--- src/rtl/timer_pkg.sv ---
// Shared constants and helpers for the cascaded modulo timer.
package timer_pkg;

  // Every stage holds an 8-bit value.
  localparam int STAGE_W    = 8;
  // Widest chain the modulus helper can index into.
  localparam int MAX_STAGES = 32;

  // Stage-select width: at least one bit even for a single-stage chain.
  function automatic int sel_w(input int nstages);
    return (nstages <= 1) ? 1 : $clog2(nstages);
  endfunction

  // Modulus of stage k; an 8-bit field of 0 encodes a modulus of 256.
  function automatic int mod_of(input logic [MAX_STAGES*STAGE_W-1:0] moduli,
                                input int k);
    logic [STAGE_W-1:0] field;
    field = moduli[k*STAGE_W +: STAGE_W];
    return (field == 8'd0) ? 256 : int'(field);
  endfunction

endpackage

--- src/rtl/timer_stage.sv ---
// One modulo-MOD up/down counter stage with clamped load.
module timer_stage
  import timer_pkg::*;
#(
  parameter int MOD = 60
) (
  input  logic               clk,
  input  logic               rst,
  input  logic               clr,
  input  logic               step,
  input  logic               dir,
  input  logic               ld,
  input  logic [STAGE_W-1:0] ld_data,
  output logic [STAGE_W-1:0] value,
  output logic               at_term
);

  // Largest legal value, kept 9 bits wide so MOD=256 compares correctly.
  localparam logic [STAGE_W:0] MAX_V = 9'(MOD - 1);

  logic [STAGE_W-1:0] r_value;
  logic [STAGE_W:0]   w_value_ext;
  logic [STAGE_W-1:0] w_ld_clamped;
  logic               w_at_max;
  logic               w_at_zero;

  assign w_value_ext  = {1'b0, r_value};
  assign w_at_max     = (w_value_ext == MAX_V);
  assign w_at_zero    = (r_value == 8'd0);
  assign w_ld_clamped = ({1'b0, ld_data} > MAX_V) ? MAX_V[STAGE_W-1:0] : ld_data;

  // Terminal value depends on the current direction.
  assign at_term = dir ? w_at_max : w_at_zero;
  assign value   = r_value;

  // Stage register: clear beats load beats step; steps wrap within 0..MOD-1.
  always_ff @(posedge clk or posedge rst) begin
    if (rst) begin
      r_value <= 8'd0;
    end else if (clr) begin
      r_value <= 8'd0;
    end else if (ld) begin
      r_value <= w_ld_clamped;
    end else if (step) begin
      if (dir) begin
        r_value <= w_at_max ? 8'd0 : r_value + 8'd1;
      end else begin
        r_value <= w_at_zero ? MAX_V[STAGE_W-1:0] : r_value - 8'd1;
      end
    end else begin
      r_value <= r_value;
    end
  end

endmodule

--- src/rtl/timer_chain.sv ---
// Cascade of modulo stages forming a multi-digit timer (e.g. hh:mm:ss).
module timer_chain
  import timer_pkg::*;
#(
  parameter int                        NSTAGES = 3,
  parameter logic [NSTAGES*STAGE_W-1:0] MODULI  = {8'd24, 8'd60, 8'd60},
  parameter bit                        WRAP    = 1'b1,
  localparam int                       SELW    = sel_w(NSTAGES)
) (
  input  logic                         clk,
  input  logic                         rst,
  input  logic                         clr,
  input  logic                         en,
  input  logic                         dir,
  input  logic                         ld,
  input  logic [SELW-1:0]              ld_sel,
  input  logic [STAGE_W-1:0]           ld_data,
  output logic [NSTAGES*STAGE_W-1:0]   count,
  output logic [NSTAGES-1:0]           carry,
  output logic                         wrap,
  output logic                         done
);

  localparam logic [MAX_STAGES*STAGE_W-1:0] MODULI_EXT = (MAX_STAGES*STAGE_W)'(MODULI);

  logic [NSTAGES-1:0] w_at_term;
  // w_prefix[k] = stages 0..k-1 all at terminal; w_prefix[0] is always true.
  logic [NSTAGES:0]   w_prefix;
  logic               w_chain_term;
  logic               w_tick;
  logic               w_blocked;
  logic               r_wrap;
  logic               r_done;

  assign w_prefix[0]  = 1'b1;
  assign w_chain_term = w_prefix[NSTAGES];
  // A tick only applies when no clear or load claims the cycle.
  assign w_tick       = en & ~ld & ~clr;
  // In stop mode the whole chain freezes once it sits at its terminal.
  assign w_blocked    = (WRAP == 1'b0) & w_chain_term;

  for (genvar k = 0; k < NSTAGES; k++) begin : g_stage
    logic w_ld_k;
    logic w_step_k;

    assign w_prefix[k+1] = w_prefix[k] & w_at_term[k];
    assign carry[k]      = en & w_prefix[k+1];
    assign w_ld_k        = ld & (ld_sel == SELW'(k));
    assign w_step_k      = w_tick & w_prefix[k] & ~w_blocked;

    timer_stage #(
      .MOD (mod_of(MODULI_EXT, k))
    ) u_stage (
      .clk     (clk),
      .rst     (rst),
      .clr     (clr),
      .step    (w_step_k),
      .dir     (dir),
      .ld      (w_ld_k),
      .ld_data (ld_data),
      .value   (count[k*STAGE_W +: STAGE_W]),
      .at_term (w_at_term[k])
    );
  end

  // Rollover pulse: set for one cycle after a tick taken at the chain terminal.
  always_ff @(posedge clk or posedge rst) begin
    if (rst) begin
      r_wrap <= 1'b0;
    end else if (clr) begin
      r_wrap <= 1'b0;
    end else begin
      r_wrap <= w_tick & w_chain_term & (WRAP == 1'b1);
    end
  end

  // Sticky done: set by a blocked tick, cleared by clr, ld or a tick that moves count.
  always_ff @(posedge clk or posedge rst) begin
    if (rst) begin
      r_done <= 1'b0;
    end else if (clr || ld) begin
      r_done <= 1'b0;
    end else if (en) begin
      r_done <= w_blocked;
    end else begin
      r_done <= r_done;
    end
  end

  assign wrap = r_wrap;
  assign done = r_done;

endmodule

--- config.mk ---
export PLATFORM = sky130hd
export DESIGN_NAME = timer_chain
export DESIGN_NICKNAME = d
export VERILOG_FILES = /design/src/rtl/timer_pkg.sv /design/src/rtl/timer_stage.sv /design/src/rtl/timer_chain.sv
export SDC_FILE = /design/constraint.sdc
export NUM_CORES = 1
export LEC_CHECK = 0
export BUFFER_PORTS_ARGS = -buffer_cell sky130_fd_sc_hd__buf_2
export CORE_MARGIN = 5
export CORE_UTILIZATION = 40
export DETAILED_ROUTE_END_ITERATION = 7
export GPL_TIMING_DRIVEN = 0
export MAX_ROUTING_LAYER = met4
export SLEW_MARGIN = 5
export SYNTH_ARGS = -nofsm -noshare
export SYNTH_HDL_FRONTEND = slang
export SYNTH_HIERARCHICAL = 1
export SYNTH_SLANG_ARGS = --single-unit
--- constraint.sdc ---
create_clock -name clk -period 7.5 [get_ports clk]
set_input_delay 1.5 -clock clk [delete_from_list [all_inputs] [get_ports clk]]
set_output_delay 1.5 -clock clk [all_outputs]
set_load 0.05 [all_outputs]
==> impl_metrics.ini, run 1 <==
[timing]
relSlewSlack_pct = 43.92
hold_violations = 0
min_period_over_period_pct = 58.74
max_clock_freq_mhz = 227.0
hold_ws_ps = 619.6
tightest_slew_ps = 839.3
skew_ps = 1.364
fin_crit_ps = 4405
finalSetupViolations = 0
slew_violations = 0
tns_ps = 0
rsz0062_at_grt = no

[yosys]
synth-seq-cells = 25
ys_types = 64
synthTopCellsByArea = dfrtp_1 (25%), nand2_1 (4.6%), nor2_1 (3.7%), nor3_1 (3.2%), o21ai_0 (3.2%)
synth_top_area_cell = dfrtp_1
synth_ff_type = dfrtp_1
synth_cells = 324
synth_top_area_share_pct = 24.68
seq_area_frac_synth_pct = 24.68
synth_edf_count = 0
ys_async_sr_fraction_pct = 100.0
avgSynthCellArea_um2 = 7.824
synth_fp_nets = 346
synthesis.area_mm2 = 0.002535
yosysWarningCount = 6

[clocking]
postCtsSetupRepairBufs = 0
cts_max_path_buffers = 2
numCtsBuffers = 3
clock-root-buffer = clkbuf_8
cts.clk_slew.worst_paths_ps = 90
clock-sinks = 25
cts_resized = 0
tritoncts = yes
htree_levels = 1
holdBufCountCts = 0
clk_latency_ps = 270

[placement]
dp_cells = 444
io_buffers = 43
gp_congestion = 0.9057
hpwlAfterDp_mm = 5.649

[floorplanning]
boundaryPins = 45
die_w_um = 89.61
core_area_mm2 = 0.006241
rows = 29
dieArea_mm2 = 0.008029
die_y_um = 89.61
initial_utilization_pct = 40.62

[worst_setup_path]
reg2reg_to = g_stage[1].u_stage/value[6]
crit_path_start = dir
critPathKind = primary input to output port
cp_common_cell = buf_2
max_stage_delay_ps = 270
r2r_setup_slack_ps = 3860
crit_path_start_kind = primary input
reg2reg_from = g_stage[0].u_stage/value[0]
critical_path.endpoint = carry[2]
reg2reg_depth = 13
cp_slowest_cell = buf_2
critPathArrivalTime_ps = 2910
cp.required_ps = 6000
end_kind = output port
crit_fanout = 13
path_cells = buf_2 -> buf_6 -> and4_4 -> o21a_1 -> and4_1 -> buf_2

[cells_and_area]
drive_gt1_share_pct = 19.68
nets = 394
layout_commonest_cell = buf_2
stdcell_count = 448
n_antenna_cell = 0
final_cell_mix = buf_2 (47), nand2_1 (31), nor2_1 (25), dfrtp_1 (25)
area_growth_syn_to_layout_pct = 14.12

[pwr]
powerDensity_mw_per_mm2 = 136.0
p_leak_nw = 1.234
vdd_drop_max_mv = 0.07689

[worst_hold_path]
hold_class = flip-flop to flip-flop
whs_path_depth = 3

[global_routing]
grt_max_degree = 20
gr-usage-met3_pct = 3.376
grt_pass1_vias = 2479
grtUsageTotal_pct = 19.79
antenna_found_initial = 0
grt_pass1_wl_mm = 12.25
use_met1_pct = 28.89
gr-usage-met2_pct = 28.32
grt_overflow = 0
gr-max-usage-layer = met1

[drt]
first_iter_violations = 134
antenna_left = 0
drtPass1Iterations = 4
wl_per_cell_um = 16.74
drt_wl_total_mm = 7.499
vias_per_cell = 6.096
route.detailed.drc = 0
vias = 2731

[status]
status = complete, no violations

[job]
drv_cap = 0
[layer usage]
metal	vias to the layer above	routed length, µm
met5	-	0
met3	10	501
li1	1309	-
met2	107	3296
met4	0	91
met1	1305	3609
[worst min-delay path by stage]
stage	end	slack (ps)	from
finish	g_stage[1].u_stage/value[6]	620	g_stage[1].u_stage/value[6]
global route	g_stage[2].u_stage/value[7]	660	g_stage[2].u_stage/value[7]
CTS	g_stage[1].u_stage/value[6]	630	g_stage[1].u_stage/value[6]
detailed placement	g_stage[0].u_stage/value[6]	600	g_stage[0].u_stage/value[6]
global placement	g_stage[1].u_stage/value[6]	600	g_stage[1].u_stage/value[6]
floorplan	g_stage[2].u_stage/value[7]	800	g_stage[2].u_stage/value[7]
[cell usage after synthesis (5+ instances only)]
| library cell | count |
|---|---|
| a21oi_1 | 6 |
| o22ai_1 | 11 |
| nor2_1 | 25 |
| nand2b_1 | 9 |
| or3_1 | 7 |
| xnor2_1 | 8 |
| nor3_1 | 16 |
| dfrtp_1 | 25 |
| and3_1 | 11 |
| o21ai_0 | 16 |
| nor3b_1 | 10 |
| inv_1 | 16 |
| nand2_1 | 31 |
| o21ai_1 | 6 |
| ha_1 | 6 |
| clkbuf_1 | 10 |
| nand4_1 | 5 |
| nand3_1 | 10 |
[power breakdown]
group	switching, mW	total (mW)	internal, mW
logic	0.105	0.162	0.0564
clock network	0.0461	0.0833	0.0373
registers	0.00746	0.148	0.141
[critical path: cells and delay by family]
kind	cells	cell delay, ps
compound gates	1	210
buf+inv	3	730
simple gates	2	460
[state kept, by name, summed over array words and instances (netlist names)]
register,count
g_stage.u_stage/value,24
wrap,1
[stage by stage]
step	area [µm²]	utilization, %	power (mW)	setup WS [ps]
2_1_floorplan	2535	-	0.2686	3481
3_3_place_gp	2846	45.61	0.3103	3127
3_5_place_dp	2846	45.61	0.3112	3130
4_1_cts	2893	46.35	0.3975	3108
5_1_grt	2893	46.35	0.4197	3019
6_report	2893	46.35	0.3933	3095
[cell type report]
class                      count  area, µm²
inverter                      16      60.06
clock inverter                 1      5.005
buffer                        22      128.9
timing repair buffer          43      215.2
clock buffer                   3      41.29
sequential                    25      625.6
tap                           77      96.34
fill                         652       3348
multi-input combinational    261       1720
[cells by family (layout without fill, tap and decap cells)]
| family | after synthesis | count (layout) | share of synthesized area (%) |
|---|---|---|---|
| simple gates | 152 | 152 | 35.44 |
| compound gates | 88 | 88 | 24.29 |
| buf+inv | 38 | 85 | 7.453 |
| flops | 25 | 25 | 24.68 |
| xor+xnor | 10 | 10 | 3.455 |
| fa+ha+maj | 6 | 6 | 2.961 |
| mux | 4 | 4 | 1.580 |
| other cells | 1 | 1 | 0.1479 |
Power figures use the tool's default switching activity.
==> run 2: changes to the inputs <==
--- a/config.mk
+++ b/config.mk
@@ -5,6 +5,7 @@
 export SDC_FILE = /design/constraint.sdc
 export NUM_CORES = 1
 export LEC_CHECK = 0
+export ABC_AREA = 1
 export BUFFER_PORTS_ARGS = -buffer_cell sky130_fd_sc_hd__buf_2
 export CORE_MARGIN = 5
 export CORE_UTILIZATION = 40
==> constraint.sdc (replaced) <==
create_clock -name clk -period 4.12 [get_ports clk]
set_input_delay 0.824 -clock clk [delete_from_list [all_inputs] [get_ports clk]]
set_output_delay 0.824 -clock clk [all_outputs]
set_load 0.05 [all_outputs]
==> impl_metrics.ini, run 2 <==
[clocking]
htree_levels = 1
holdBufCountCts = 0
clk_latency_ps = 280
cts.clk_slew.worst_paths_ps = 100
cts_resized = 0
tritoncts = yes
clock-sinks = 25
cts_max_path_buffers = 2
numCtsBuffers = 3
postCtsSetupRepairBufs = 0
clock-root-buffer = clkbuf_8

[pwr]
powerDensity_mw_per_mm2 = 276.0
p_leak_nw = 1.803
vdd_drop_max_mv = 0.1515

[drt]
antenna_left = 0
vias = 3044
first_iter_violations = 207
route.detailed.drc = 0
vias_per_cell = 4.966
wl_per_cell_um = 12.72
drt_wl_total_mm = 7.800
drtPass1Iterations = 5

[placement]
gp_congestion = 0.9661
hpwlAfterDp_mm = 6.201
io_buffers = 43

[cells_and_area]
multi_input_area_mm2 = 0.001849
n_antenna_cell = 0
final_cell_mix = nand2_1 (172), nand3_1 (54), inv_1 (47), nor2_1 (44), buf_2 (44)
fillers = 758
seq_area_um2 = 625.6
largest_reg_flops = 24
nets = 540
drive_gt1_share_pct = 21.47
layout_commonest_cell = nand2_1
area_growth_syn_to_layout_pct = 13.63

[timing]
finalSetupViolations = 0
fin_crit_ps = 3328
hold_violations = 0
relSlewSlack_pct = 57.88
slew_violations = 0
min_period_over_period_pct = 80.77
tightest_slew_ps = 628.4
skew_ps = 7.062
hold_ws_ps = 398.2
max_clock_freq_mhz = 300.5
rsz0062_at_grt = no
tns_ps = 0

[yosys]
avgSynthCellArea_um2 = 5.939
ys_types = 32
yosysWarningCount = 6
synth_top_area_cell = nand2_1
synth_ff_type = dfrtp_1
synthTopCellsByArea = nand2_1 (23%), dfrtp_1 (22%), nand3_1 (9.7%), inv_1 (6.3%), nor2_1 (5.9%)
synthesis.area_mm2 = 0.002791
ys_async_sr_fraction_pct = 100.0
seq_area_frac_synth_pct = 22.41
synth_edf_count = 0
ys_top_cells_by_count = nand2_1 (172), nand3_1 (54), inv_1 (47), nor2_1 (44), dfrtp_1 (25)
yosysMostFrequentCell = nand2_1
synth-seq-cells = 25
synth_fp_nets = 492
synth_top_area_share_pct = 23.13
synth_cells = 470

[worst_setup_path]
worst-path-buf-inv = 1
critPathKind = flip-flop to output port
cp.required_ps = 3300
path_cells = ha_1 -> nand2_1 -> nor2_2 -> nand2_4 -> o21ai_0 -> nand3_1 -> nor2_1 -> buf_2
crit_family = simple AND/OR/NAND/NOR gates
max_stage_delay_ps = 560
end_kind = output port
cp_slowest_cell = dfrtp_1
crit_fanout = 7
crit_path_start_kind = flip-flop
critPathArrivalTime_ps = 2500

[floorplanning]
dieArea_mm2 = 0.008749
boundaryPins = 45
initial_utilization_pct = 41.09
die_w_um = 93.54
die_y_um = 93.54
core_area_mm2 = 0.006794
rows = 30

[global_routing]
grt_pass1_wl_mm = 13.09
grtUsageTotal_pct = 18.53
grt_overflow = 0
grt_pass1_vias = 2834
grt_max_degree = 14
antenna_found_initial = 0

[status]
status = complete, no violations

[job]
drv_cap = 0

[worst_hold_path]
hold_class = primary input to async pin
==> run 2: final timing paths <==
kind	to	startpoint	cells past startpoint	slack, ps
worst max-delay path	carry[2]	g_stage[0].u_stage/value[1]	8	790
worst max register to register	g_stage[2].u_stage/value[7]	g_stage[0].u_stage/value[1]	15	1260
max in group asynchronous	g_stage[1].u_stage/value[6]	rst	2	3300
min in group clk	g_stage[1].u_stage/value[0]	g_stage[1].u_stage/value[0]	2	600
worst min register to register	g_stage[1].u_stage/value[0]	g_stage[1].u_stage/value[0]	2	600
worst min-delay path	wrap	rst	2	400
==> run 2: cell type report <==
type	instances	area share [%]
Timing Repair Buffer	43	6.785
Clock buffer	4	1.420
Sequential cell	25	19.72
Multi-Input combinational cell	378	58.30
Tap cell	96	3.787
Inverter	56	6.627
Buffer	11	3.353
==> run 2: per-layer routing <==
metal | vias up | global-route usage, % | wire, µm
met4 | 0 | 4.693 | 106
li1 | 1571 | - | -
met2 | 86 | 30.55 | 3670
met5 | - | - | 0
met1 | 1377 | 24.46 | 3675
met3 | 10 | 1.850 | 349
==> run 2: cells by family after synthesis <==
group | Yosys count | synth area share (%)
flip-flops | 25 | 22.41
XOR/XNOR | 4 | 1.255
other | 1 | 0.1343
AND/OR/NAND/NOR | 326 | 54.01
buffers and inverters | 67 | 11.34
adder cells (fa/ha/maj) | 6 | 2.689
AO/OA/AOI/OAI | 41 | 8.158
==> run 2: report_power, final <==
group,switching (mW),internal (mW),total (mW)
Sequential,0.0308,0.265,0.296
Combinational,0.294,0.131,0.425
Clock,0.0852,0.0694,0.155
Total,0.410,0.465,0.875
==> run 2: stage by stage <==
stage / util [%] / area (µm²) / setup WS, ps / power [mW] / instances
3_5_place_dp: 46.02 / 3127 / 966.5 / 0.7235 / 609
2_1_floorplan: - / 2791 / 863.8 / 0.6249 / 470
4_1_cts: 46.69 / 3172 / 828.2 / 0.8827 / 613
3_3_place_gp: 46.02 / 3127 / 947.2 / 0.7197 / 609
6_report: 46.69 / 3172 / 792.2 / 0.8754 / 613
5_1_grt: 46.69 / 3172 / 615.7 / 0.9451 / 613
